**config.mk**
```make
export PLATFORM = sky130hd
export DESIGN_NAME = pixel_addr_sequencer
export DESIGN_NICKNAME = d
export VERILOG_FILES = /design/src/rtl/edge_pkg.sv /design/src/rtl/raster_counter.sv /design/src/rtl/pixel_addr_sequencer.sv
export SDC_FILE = /design/constraint.sdc
export NUM_CORES = 2
export LEC_CHECK = 0
export BUFFER_PORTS_ARGS = -buffer_cell sky130_fd_sc_hd__buf_2
export CORE_ASPECT_RATIO = 2
export CORE_MARGIN = 2
export CORE_UTILIZATION = 50
export CTS_BUF_LIST = sky130_fd_sc_hd__clkbuf_16
export CTS_CLUSTER_SIZE = 16
export DETAILED_ROUTE_END_ITERATION = 10
export PLACE_DENSITY = 0.78
export SLEW_MARGIN = 20
export SYNTH_ARGS = -nofsm -noshare
export SYNTH_HDL_FRONTEND = slang
export SYNTH_HIERARCHICAL = 1
export SYNTH_SLANG_ARGS = --single-unit
```
**constraint.sdc**
```tcl
create_clock -name ahb_hclk -period 12.9 [get_ports ahb_hclk]
set_clock_uncertainty 0.05 [all_clocks]
set_input_delay 0.645 -clock ahb_hclk [delete_from_list [all_inputs] [get_ports ahb_hclk]]
set_output_delay 0.645 -clock ahb_hclk [all_outputs]
set_load 0.1 [all_outputs]
```
**src/rtl/edge_pkg.sv**
```systemverilog
// ---------------------------------------------------------------------------
// edge_pkg
// Shared definitions for the pixel address sequencer.
//   seq_state_t : sequencer state encoding
//   MIN_DIM     : smallest image width/height that can be processed
//   is_busy     : LOAD, READ and DRAIN report the block as busy
//   is_moving   : READ and DRAIN are the states where results are accepted
// ---------------------------------------------------------------------------
package edge_pkg;

  localparam int unsigned MIN_DIM = 32'd3;

  typedef enum logic [2:0] {
    S_IDLE  = 3'd0,
    S_LOAD  = 3'd1,
    S_READ  = 3'd2,
    S_DRAIN = 3'd3,
    S_DONE  = 3'd4,
    S_ERROR = 3'd5
  } seq_state_t;

  function automatic logic is_busy(input seq_state_t s);
    logic r;
    r = 1'b0;
    case (s)
      S_LOAD, S_READ, S_DRAIN: r = 1'b1;
      default:                 r = 1'b0;
    endcase
    return r;
  endfunction

  function automatic logic is_moving(input seq_state_t s);
    logic r;
    r = 1'b0;
    case (s)
      S_READ, S_DRAIN: r = 1'b1;
      default:         r = 1'b0;
    endcase
    return r;
  endfunction

endpackage

```
**src/rtl/raster_counter.sv**
```systemverilog
// ---------------------------------------------------------------------------
// raster_counter
// Row/column position counter for a raster scan of width x height pixels.
// Ports:
//   ahb_hclk, n_rst  : clock, async active-low reset
//   clear            : synchronous clear to (0,0), wins over enable
//   enable           : advance one pixel (col first, wrap to next row)
//   width, height    : image dimensions used for the wrap points
//   row_nxt, col_nxt : position the counter will hold after this edge
//   last_pix         : current position is the last pixel of the image
// ---------------------------------------------------------------------------
module raster_counter
  import edge_pkg::*;
#(
  parameter int BUSWIDTH = 32
) (
  input  logic                ahb_hclk,
  input  logic                n_rst,
  input  logic                clear,
  input  logic                enable,
  input  logic [BUSWIDTH-1:0] width,
  input  logic [BUSWIDTH-1:0] height,
  output logic [BUSWIDTH-1:0] row_nxt,
  output logic [BUSWIDTH-1:0] col_nxt,
  output logic                last_pix
);

  localparam logic [BUSWIDTH-1:0] ZERO = {BUSWIDTH{1'b0}};
  localparam logic [BUSWIDTH-1:0] ONE  = {{(BUSWIDTH-1){1'b0}}, 1'b1};

  logic [BUSWIDTH-1:0] row_r;
  logic [BUSWIDTH-1:0] col_r;
  logic [BUSWIDTH-1:0] row_nxt_s;
  logic [BUSWIDTH-1:0] col_nxt_s;
  logic                last_col_s;
  logic                last_row_s;

  assign last_col_s = (col_r == (width - ONE));
  assign last_row_s = (row_r == (height - ONE));
  assign last_pix   = last_col_s & last_row_s;
  assign row_nxt    = row_nxt_s;
  assign col_nxt    = col_nxt_s;

  // Next position: clear, advance with row/image wrap, or hold
  always_comb begin
    row_nxt_s = row_r;
    col_nxt_s = col_r;
    if (clear) begin
      row_nxt_s = ZERO;
      col_nxt_s = ZERO;
    end else if (enable) begin
      if (last_col_s) begin
        col_nxt_s = ZERO;
        row_nxt_s = last_row_s ? ZERO : (row_r + ONE);
      end else begin
        col_nxt_s = col_r + ONE;
        row_nxt_s = row_r;
      end
    end else begin
      row_nxt_s = row_r;
      col_nxt_s = col_r;
    end
  end

  // Position registers
  always_ff @(posedge ahb_hclk or negedge n_rst) begin
    if (!n_rst) begin
      row_r <= ZERO;
      col_r <= ZERO;
    end else begin
      row_r <= row_nxt_s;
      col_r <= col_nxt_s;
    end
  end

endmodule

```
**src/rtl/pixel_addr_sequencer.sv**
```systemverilog
// ---------------------------------------------------------------------------
// pixel_addr_sequencer
// Generates the pixel read addresses of a source image in raster order and
// the write addresses of the (width-2)*(height-2) filtered results, started
// by a rising edge of the configuration kick-off level.
// Ports:
//   ahb_hclk, n_rst                 : clock, async active-low reset
//   start                           : kick-off level, rising edge starts a run
//   width, height                   : image size in pixels (min 3 each)
//   read_start_address              : source image base address
//   write_start_address             : result image base address
//   rd_req/rd_addr/rd_ack           : pixel read request to the bus master
//   rd_eol, rd_eof                  : current read ends a row / the image
//   res_valid/res_ready             : result handshake from the filter
//   wr_req/wr_addr/wr_ack           : result write request to the bus master
//   busy, done, err                 : status
// All outputs are driven straight from registers.
// ---------------------------------------------------------------------------
module pixel_addr_sequencer
  import edge_pkg::*;
#(
  parameter int BUSWIDTH = 32
) (
  input  logic                ahb_hclk,
  input  logic                n_rst,
  input  logic                start,
  input  logic [BUSWIDTH-1:0] width,
  input  logic [BUSWIDTH-1:0] height,
  input  logic [BUSWIDTH-1:0] read_start_address,
  input  logic [BUSWIDTH-1:0] write_start_address,
  output logic                rd_req,
  output logic [BUSWIDTH-1:0] rd_addr,
  input  logic                rd_ack,
  output logic                rd_eol,
  output logic                rd_eof,
  input  logic                res_valid,
  output logic                res_ready,
  output logic                wr_req,
  output logic [BUSWIDTH-1:0] wr_addr,
  input  logic                wr_ack,
  output logic                busy,
  output logic                done,
  output logic                err
);

  localparam logic [BUSWIDTH-1:0] ZERO = {BUSWIDTH{1'b0}};
  localparam logic [BUSWIDTH-1:0] ONE  = {{(BUSWIDTH-1){1'b0}}, 1'b1};
  localparam logic [BUSWIDTH-1:0] TWO  = {{(BUSWIDTH-2){1'b0}}, 2'b10};
  localparam logic [BUSWIDTH-1:0] MIN  = BUSWIDTH'(MIN_DIM);

  seq_state_t          state_r;
  seq_state_t          state_nxt_s;
  logic                start_q_r;

  logic [BUSWIDTH-1:0] width_r;
  logic [BUSWIDTH-1:0] height_r;
  logic [BUSWIDTH-1:0] rbase_r;
  logic [BUSWIDTH-1:0] wbase_r;
  logic [BUSWIDTH-1:0] wtotal_r;
  logic [BUSWIDTH-1:0] wcount_r;

  logic                rd_req_r;
  logic [BUSWIDTH-1:0] rd_addr_r;
  logic                rd_eol_r;
  logic                rd_eof_r;
  logic                res_ready_r;
  logic                wr_req_r;
  logic [BUSWIDTH-1:0] wr_addr_r;
  logic                busy_r;
  logic                done_r;
  logic                err_r;

  logic                edge_s;
  logic                load_s;
  logic                rd_fire_s;
  logic                wr_fire_s;
  logic                res_fire_s;
  logic                bad_dim_s;
  logic [BUSWIDTH-1:0] cfg_w_s;
  logic [BUSWIDTH-1:0] cfg_h_s;
  logic [BUSWIDTH-1:0] rbase_s;
  logic [BUSWIDTH-1:0] wtotal_s;
  logic [BUSWIDTH-1:0] wcount_nxt_s;
  logic [BUSWIDTH-1:0] row_nxt_s;
  logic [BUSWIDTH-1:0] col_nxt_s;
  logic                last_pix_s;
  logic                moving_nxt_s;

  logic                rd_req_nxt_s;
  logic [BUSWIDTH-1:0] rd_addr_nxt_s;
  logic                rd_eol_nxt_s;
  logic                rd_eof_nxt_s;
  logic                res_ready_nxt_s;
  logic                wr_req_nxt_s;
  logic [BUSWIDTH-1:0] wr_addr_nxt_s;

  assign rd_req    = rd_req_r;
  assign rd_addr   = rd_addr_r;
  assign rd_eol    = rd_eol_r;
  assign rd_eof    = rd_eof_r;
  assign res_ready = res_ready_r;
  assign wr_req    = wr_req_r;
  assign wr_addr   = wr_addr_r;
  assign busy      = busy_r;
  assign done      = done_r;
  assign err       = err_r;

  assign edge_s     = start & ~start_q_r;
  assign load_s     = (state_r == S_LOAD);
  assign rd_fire_s  = rd_ack & rd_req_r;
  assign wr_fire_s  = wr_ack & wr_req_r;
  assign res_fire_s = res_valid & res_ready_r;
  assign bad_dim_s  = (width < MIN) | (height < MIN);

  // While in LOAD the config registers are still being written, so the
  // next-cycle output values are computed from the live inputs instead.
  assign cfg_w_s  = load_s ? width : width_r;
  assign cfg_h_s  = load_s ? height : height_r;
  assign rbase_s  = load_s ? read_start_address : rbase_r;
  assign wtotal_s = load_s ? ((width - TWO) * (height - TWO)) : wtotal_r;

  raster_counter #(
    .BUSWIDTH (BUSWIDTH)
  ) u_raster (
    .ahb_hclk (ahb_hclk),
    .n_rst    (n_rst),
    .clear    (load_s),
    .enable   (rd_fire_s),
    .width    (width_r),
    .height   (height_r),
    .row_nxt  (row_nxt_s),
    .col_nxt  (col_nxt_s),
    .last_pix (last_pix_s)
  );

  // Result counter after this edge (an ack in this cycle already counts)
  always_comb begin
    wcount_nxt_s = wcount_r;
    if (load_s) begin
      wcount_nxt_s = ZERO;
    end else if (wr_fire_s) begin
      wcount_nxt_s = wcount_r + ONE;
    end else begin
      wcount_nxt_s = wcount_r;
    end
  end

  // Next-state logic
  always_comb begin
    state_nxt_s = state_r;
    case (state_r)
      S_IDLE, S_DONE, S_ERROR: begin
        if (edge_s) begin
          state_nxt_s = S_LOAD;
        end else begin
          state_nxt_s = state_r;
        end
      end
      S_LOAD: begin
        if (bad_dim_s) begin
          state_nxt_s = S_ERROR;
        end else begin
          state_nxt_s = S_READ;
        end
      end
      S_READ: begin
        if (rd_fire_s && last_pix_s) begin
          state_nxt_s = (wcount_nxt_s == wtotal_r) ? S_DONE : S_DRAIN;
        end else begin
          state_nxt_s = S_READ;
        end
      end
      S_DRAIN: begin
        if (wcount_nxt_s == wtotal_r) begin
          state_nxt_s = S_DONE;
        end else begin
          state_nxt_s = S_DRAIN;
        end
      end
      default: state_nxt_s = S_IDLE;
    endcase
  end

  // Next values of the registered outputs, derived from the next state
  always_comb begin
    moving_nxt_s = is_moving(state_nxt_s);
    rd_req_nxt_s = (state_nxt_s == S_READ);

    // row*width+col of the position the counter moves to
    if (rd_req_nxt_s) begin
      rd_addr_nxt_s = rbase_s + (row_nxt_s * cfg_w_s) + col_nxt_s;
      rd_eol_nxt_s  = (col_nxt_s == (cfg_w_s - ONE));
      rd_eof_nxt_s  = (col_nxt_s == (cfg_w_s - ONE)) && (row_nxt_s == (cfg_h_s - ONE));
    end else begin
      rd_addr_nxt_s = ZERO;
      rd_eol_nxt_s  = 1'b0;
      rd_eof_nxt_s  = 1'b0;
    end

    // A result and a write ack can never coincide: res_ready is only
    // offered while no write is pending.
    if (!moving_nxt_s) begin
      wr_req_nxt_s = 1'b0;
    end else if (res_fire_s) begin
      wr_req_nxt_s = 1'b1;
    end else if (wr_fire_s) begin
      wr_req_nxt_s = 1'b0;
    end else begin
      wr_req_nxt_s = wr_req_r;
    end

    if (!wr_req_nxt_s) begin
      wr_addr_nxt_s = ZERO;
    end else if (res_fire_s) begin
      wr_addr_nxt_s = wbase_r + wcount_r;
    end else begin
      wr_addr_nxt_s = wr_addr_r;
    end

    res_ready_nxt_s = moving_nxt_s && !wr_req_nxt_s && (wcount_nxt_s < wtotal_s);
  end

  // State, edge detector and status registers
  always_ff @(posedge ahb_hclk or negedge n_rst) begin
    if (!n_rst) begin
      state_r   <= S_IDLE;
      // Comes out of reset as "high" so a level already high at release
      // is not mistaken for a fresh kick-off.
      start_q_r <= 1'b1;
      busy_r    <= 1'b0;
      done_r    <= 1'b0;
      err_r     <= 1'b0;
    end else begin
      state_r   <= state_nxt_s;
      start_q_r <= start;
      busy_r    <= is_busy(state_nxt_s);
      done_r    <= (state_nxt_s == S_DONE);
      err_r     <= (state_nxt_s == S_ERROR);
    end
  end

  // Latched configuration and result counter
  always_ff @(posedge ahb_hclk or negedge n_rst) begin
    if (!n_rst) begin
      width_r  <= ZERO;
      height_r <= ZERO;
      rbase_r  <= ZERO;
      wbase_r  <= ZERO;
      wtotal_r <= ZERO;
      wcount_r <= ZERO;
    end else begin
      if (load_s) begin
        width_r  <= width;
        height_r <= height;
        rbase_r  <= read_start_address;
        wbase_r  <= write_start_address;
        wtotal_r <= wtotal_s;
      end else begin
        width_r  <= width_r;
        height_r <= height_r;
        rbase_r  <= rbase_r;
        wbase_r  <= wbase_r;
        wtotal_r <= wtotal_r;
      end
      wcount_r <= wcount_nxt_s;
    end
  end

  // Bus-facing output registers
  always_ff @(posedge ahb_hclk or negedge n_rst) begin
    if (!n_rst) begin
      rd_req_r    <= 1'b0;
      rd_addr_r   <= ZERO;
      rd_eol_r    <= 1'b0;
      rd_eof_r    <= 1'b0;
      res_ready_r <= 1'b0;
      wr_req_r    <= 1'b0;
      wr_addr_r   <= ZERO;
    end else begin
      rd_req_r    <= rd_req_nxt_s;
      rd_addr_r   <= rd_addr_nxt_s;
      rd_eol_r    <= rd_eol_nxt_s;
      rd_eof_r    <= rd_eof_nxt_s;
      res_ready_r <= res_ready_nxt_s;
      wr_req_r    <= wr_req_nxt_s;
      wr_addr_r   <= wr_addr_nxt_s;
    end
  end

endmodule

```
==> metrics <==
Worst-Skew Late Latency=600 ps; post-CTS repair timing setup buffer count=0; most used cell, CP=fa_1; Port Buffers=205; FMAX=81.49 MHz; #FFs+latches synth=332; RSZ-0062 raised after global routing=no; ys flop type=dfrtp_1; crit path time final=12270 ps; Setup TNS Final=0 ps; die height=472.7 um; routed wire length=168.3 mm; FF-to-FF path depth=40; Hold Vio Cnt, Final=0; Syn. warnings=6; RD Place Congestion=0.9970; ys async rst share=100.0%; Crit path largest cell delay=650 ps; Nets=7741; endpoints failing setup=0; CTS tree=yes; worst hold path class=in -> async; worst path arrival time=12690 ps; Resized Gates After CTS=0; die width=238.4 um; Area Overhead vs Synth=7.577%; Post-synth EDFFs=0; initial antenna violation count=24; share of cells above drive strength 1=7.722%; reg2reg end=rd_addr[31]$_DFF_PN0_; H-tree depth=2; gr ovfl total=0; most area-consuming cells after synthesis=fa_1 (32%), dfrtp_1 (15%), ha_1 (7.4%); R2R Setup Slk=630 ps; largest net degree at the start of global routing=158; Cell Area, Synth=54930 sq um; Initial Util=50.24%; sequential share of the synthesized area=15.13%; reg2reg start=width_r[0]$_DFF_PN0_; fillers=9730; post-route setup slack=628.3 ps; WP data required=13310 ps; core area=109300 sq um; post-detail-place hpwl=135.2 mm; vias per inst=5.752; Tcrit/Tclk final=95.13%; # DRC=0; 1st-iter DRT viols=4198; status=complete, no violations; first-pass GRT wire length=262.9 mm; slew at the pin closest to its max-slew limit=1222 ps; Num CTS Buffers=41; number of global-route vias before repair=46310; Mapped Nets=7647; Pre-antenna DRT Iters=8; Post-Route Utilization=54.05%; GR Util All Layers=30.36%; via count=45110; clock root buffer=clkbuf_16; cells after synthesis=6310; Worst-path clk slew=60 ps; clock sinks=332; Synth top area share=31.93%; die area=112700 sq um; hold bufs inserted after CTS=0; Mapped Avg Cell Area=8.704 sq um; Worst setup EP type=flip-flop; Routed Antenna Nets=0; cell taking the most area after synthesis=fa_1; Max Cap Viol=0; WS Path Type=reg -> reg; WL/cell=21.46 um; Synth cell types=102; Place WS=495.2 ps; CP max stage cell=or4_1; CP startpoint kind=flip-flop; Top Ports=206; Max clock buf depth=3; headroom to the max-slew limit=18.24%; Slew Viols, Final=0; crit path max fanout=24; Site Rows=172
-- metrics by stage --
step                std cells  hold slack [ps]  cell area, sq um
floorplan                6310            299.4             54930
global placement         7752            415.1             57590
detailed placement       7752            419.2             57600
CTS                      7827            92.74             59010
global route             7829            100.5             59050
finish                   7842            78.69             59090
-- worst max-delay path by stage --
stage,slack (ps),endpoint,cells past startpoint,from
CTS,450,rd_addr[31]$_DFF_PN0_,42,width_r[0]$_DFF_PN0_
floorplan,2120,rd_addr[31]$_DFF_PN0_,43,width_r[0]$_DFF_PN0_
detailed placement,500,rd_addr[31]$_DFF_PN0_,42,width_r[0]$_DFF_PN0_
global route,10,rd_addr[29]$_DFF_PN0_,41,width_r[0]$_DFF_PN0_
finish,630,rd_addr[31]$_DFF_PN0_,40,width_r[0]$_DFF_PN0_
global placement,530,rd_addr[31]$_DFF_PN0_,42,width_r[0]$_DFF_PN0_
-- Yosys cell counts, types with 7 or more instances --
cell type	count
fa_1	876
or4_1	27
o31ai_1	17
inv_1	1061
or2_2	25
dfrtp_1	331
buf_1	29
o21a_1	24
and3_1	36
buf_2	12
nor3_1	87
o211ai_1	14
a21o_1	57
nand2b_1	52
nand3b_1	13
mux2i_1	78
clkbuf_1	215
nand3_1	89
a211oi_1	18
nor3b_1	18
xor2_1	179
o21ai_0	95
nand4b_1	12
o2111ai_1	9
nor2b_1	45
nor4b_1	9
a41oi_1	7
and2_1	150
and4_1	19
nor4_1	50
ha_1	327
mux2_2	13
or3_1	44
nor2_1	501
a31oi_1	29
xnor2_1	332
o21bai_1	13
nand2_1	1016
nand4_1	62
a21oi_1	157
-- logic make-up after synthesis --
| family | share of synthesized area, % |
|---|---|
| DFF | 15.13 |
| muxes | 1.941 |
| buffers and inverters | 9.174 |
| adders and majority gates | 39.38 |
| and+or+nand+nor | 19.55 |
| AOI/OAI and AO/OA | 6.331 |
| xor gates and xnor gates | 8.499 |
-- sequential cells by signal (all words and copies together), names as in the netlist --
name	count
busy	1
done	1
err	1
height_r	32
rbase_r	32
rd_addr	32
rd_eof	1
rd_eol	1
rd_req	1
res_ready	1
start_q_r	1
state_r	3
u_raster/col_r	32
u_raster/row_r	32
wbase_r	32
wcount_r	32
width_r	32
wr_addr	32
wr_req	1
wtotal_r	32
-- routing by layer --
metal  vias up  track usage [%]  wire [um]
li1      19880                -          -
met1     22270            37.93      62510
met2      2337            48.02      76540
met3       599            7.461      17250
met4        24            17.24      11860
met5         -                0        161
-- layout make-up --
| class | count | area, sq um | area share, % |
|---|---|---|---|
| well taps | 1392 | 1742 | 2.948 |
| flip-flops and latches | 332 | 8309 | 14.06 |
| inverters | 1065 | 4003 | 6.774 |
| clock buffers | 41 | 1026 | 1.736 |
| multi-input cells | 4651 | 41710 | 70.59 |
| clock inverters | 34 | 384.1 | 0.6501 |
| diodes | 14 | 35.03 | 0.05929 |
| repair buffers | 313 | 1879 | 3.181 |
-- cells in the final DEF, fill, tap and decap left out, types with 45 or more instances in the layout --
master / count
nor3_1: 86
a21o_1: 57
nand2b_1: 52
nor2_1: 499
and2_1: 150
mux2i_1: 78
o21ai_0: 94
a21oi_1: 146
inv_1: 1067
ha_1: 327
nor4_1: 50
xnor2_1: 326
fa_1: 876
xor2_1: 178
dfrtp_1: 331
buf_4: 106
nand4_1: 62
nand3_1: 89
buf_2: 204
nor2b_1: 45
nand2_1: 1015
-- worst max-delay path: cells and delay by family, from the launching register on --
| family | cells | cell delay [ps] |
|---|---|---|
| buffers and inverters | 9 | 1290 |
| flip-flops | 1 | 450 |
| AND/OR/NAND/NOR | 14 | 3480 |
| adder cells (fa/ha/maj) | 10 | 4330 |
| XOR/XNOR | 1 | 150 |
| AO/OA/AOI/OAI | 6 | 2340 |
Power is not shown: default switching activity piles up to over one toggle a cycle in this logic, so the estimate is an artifact.
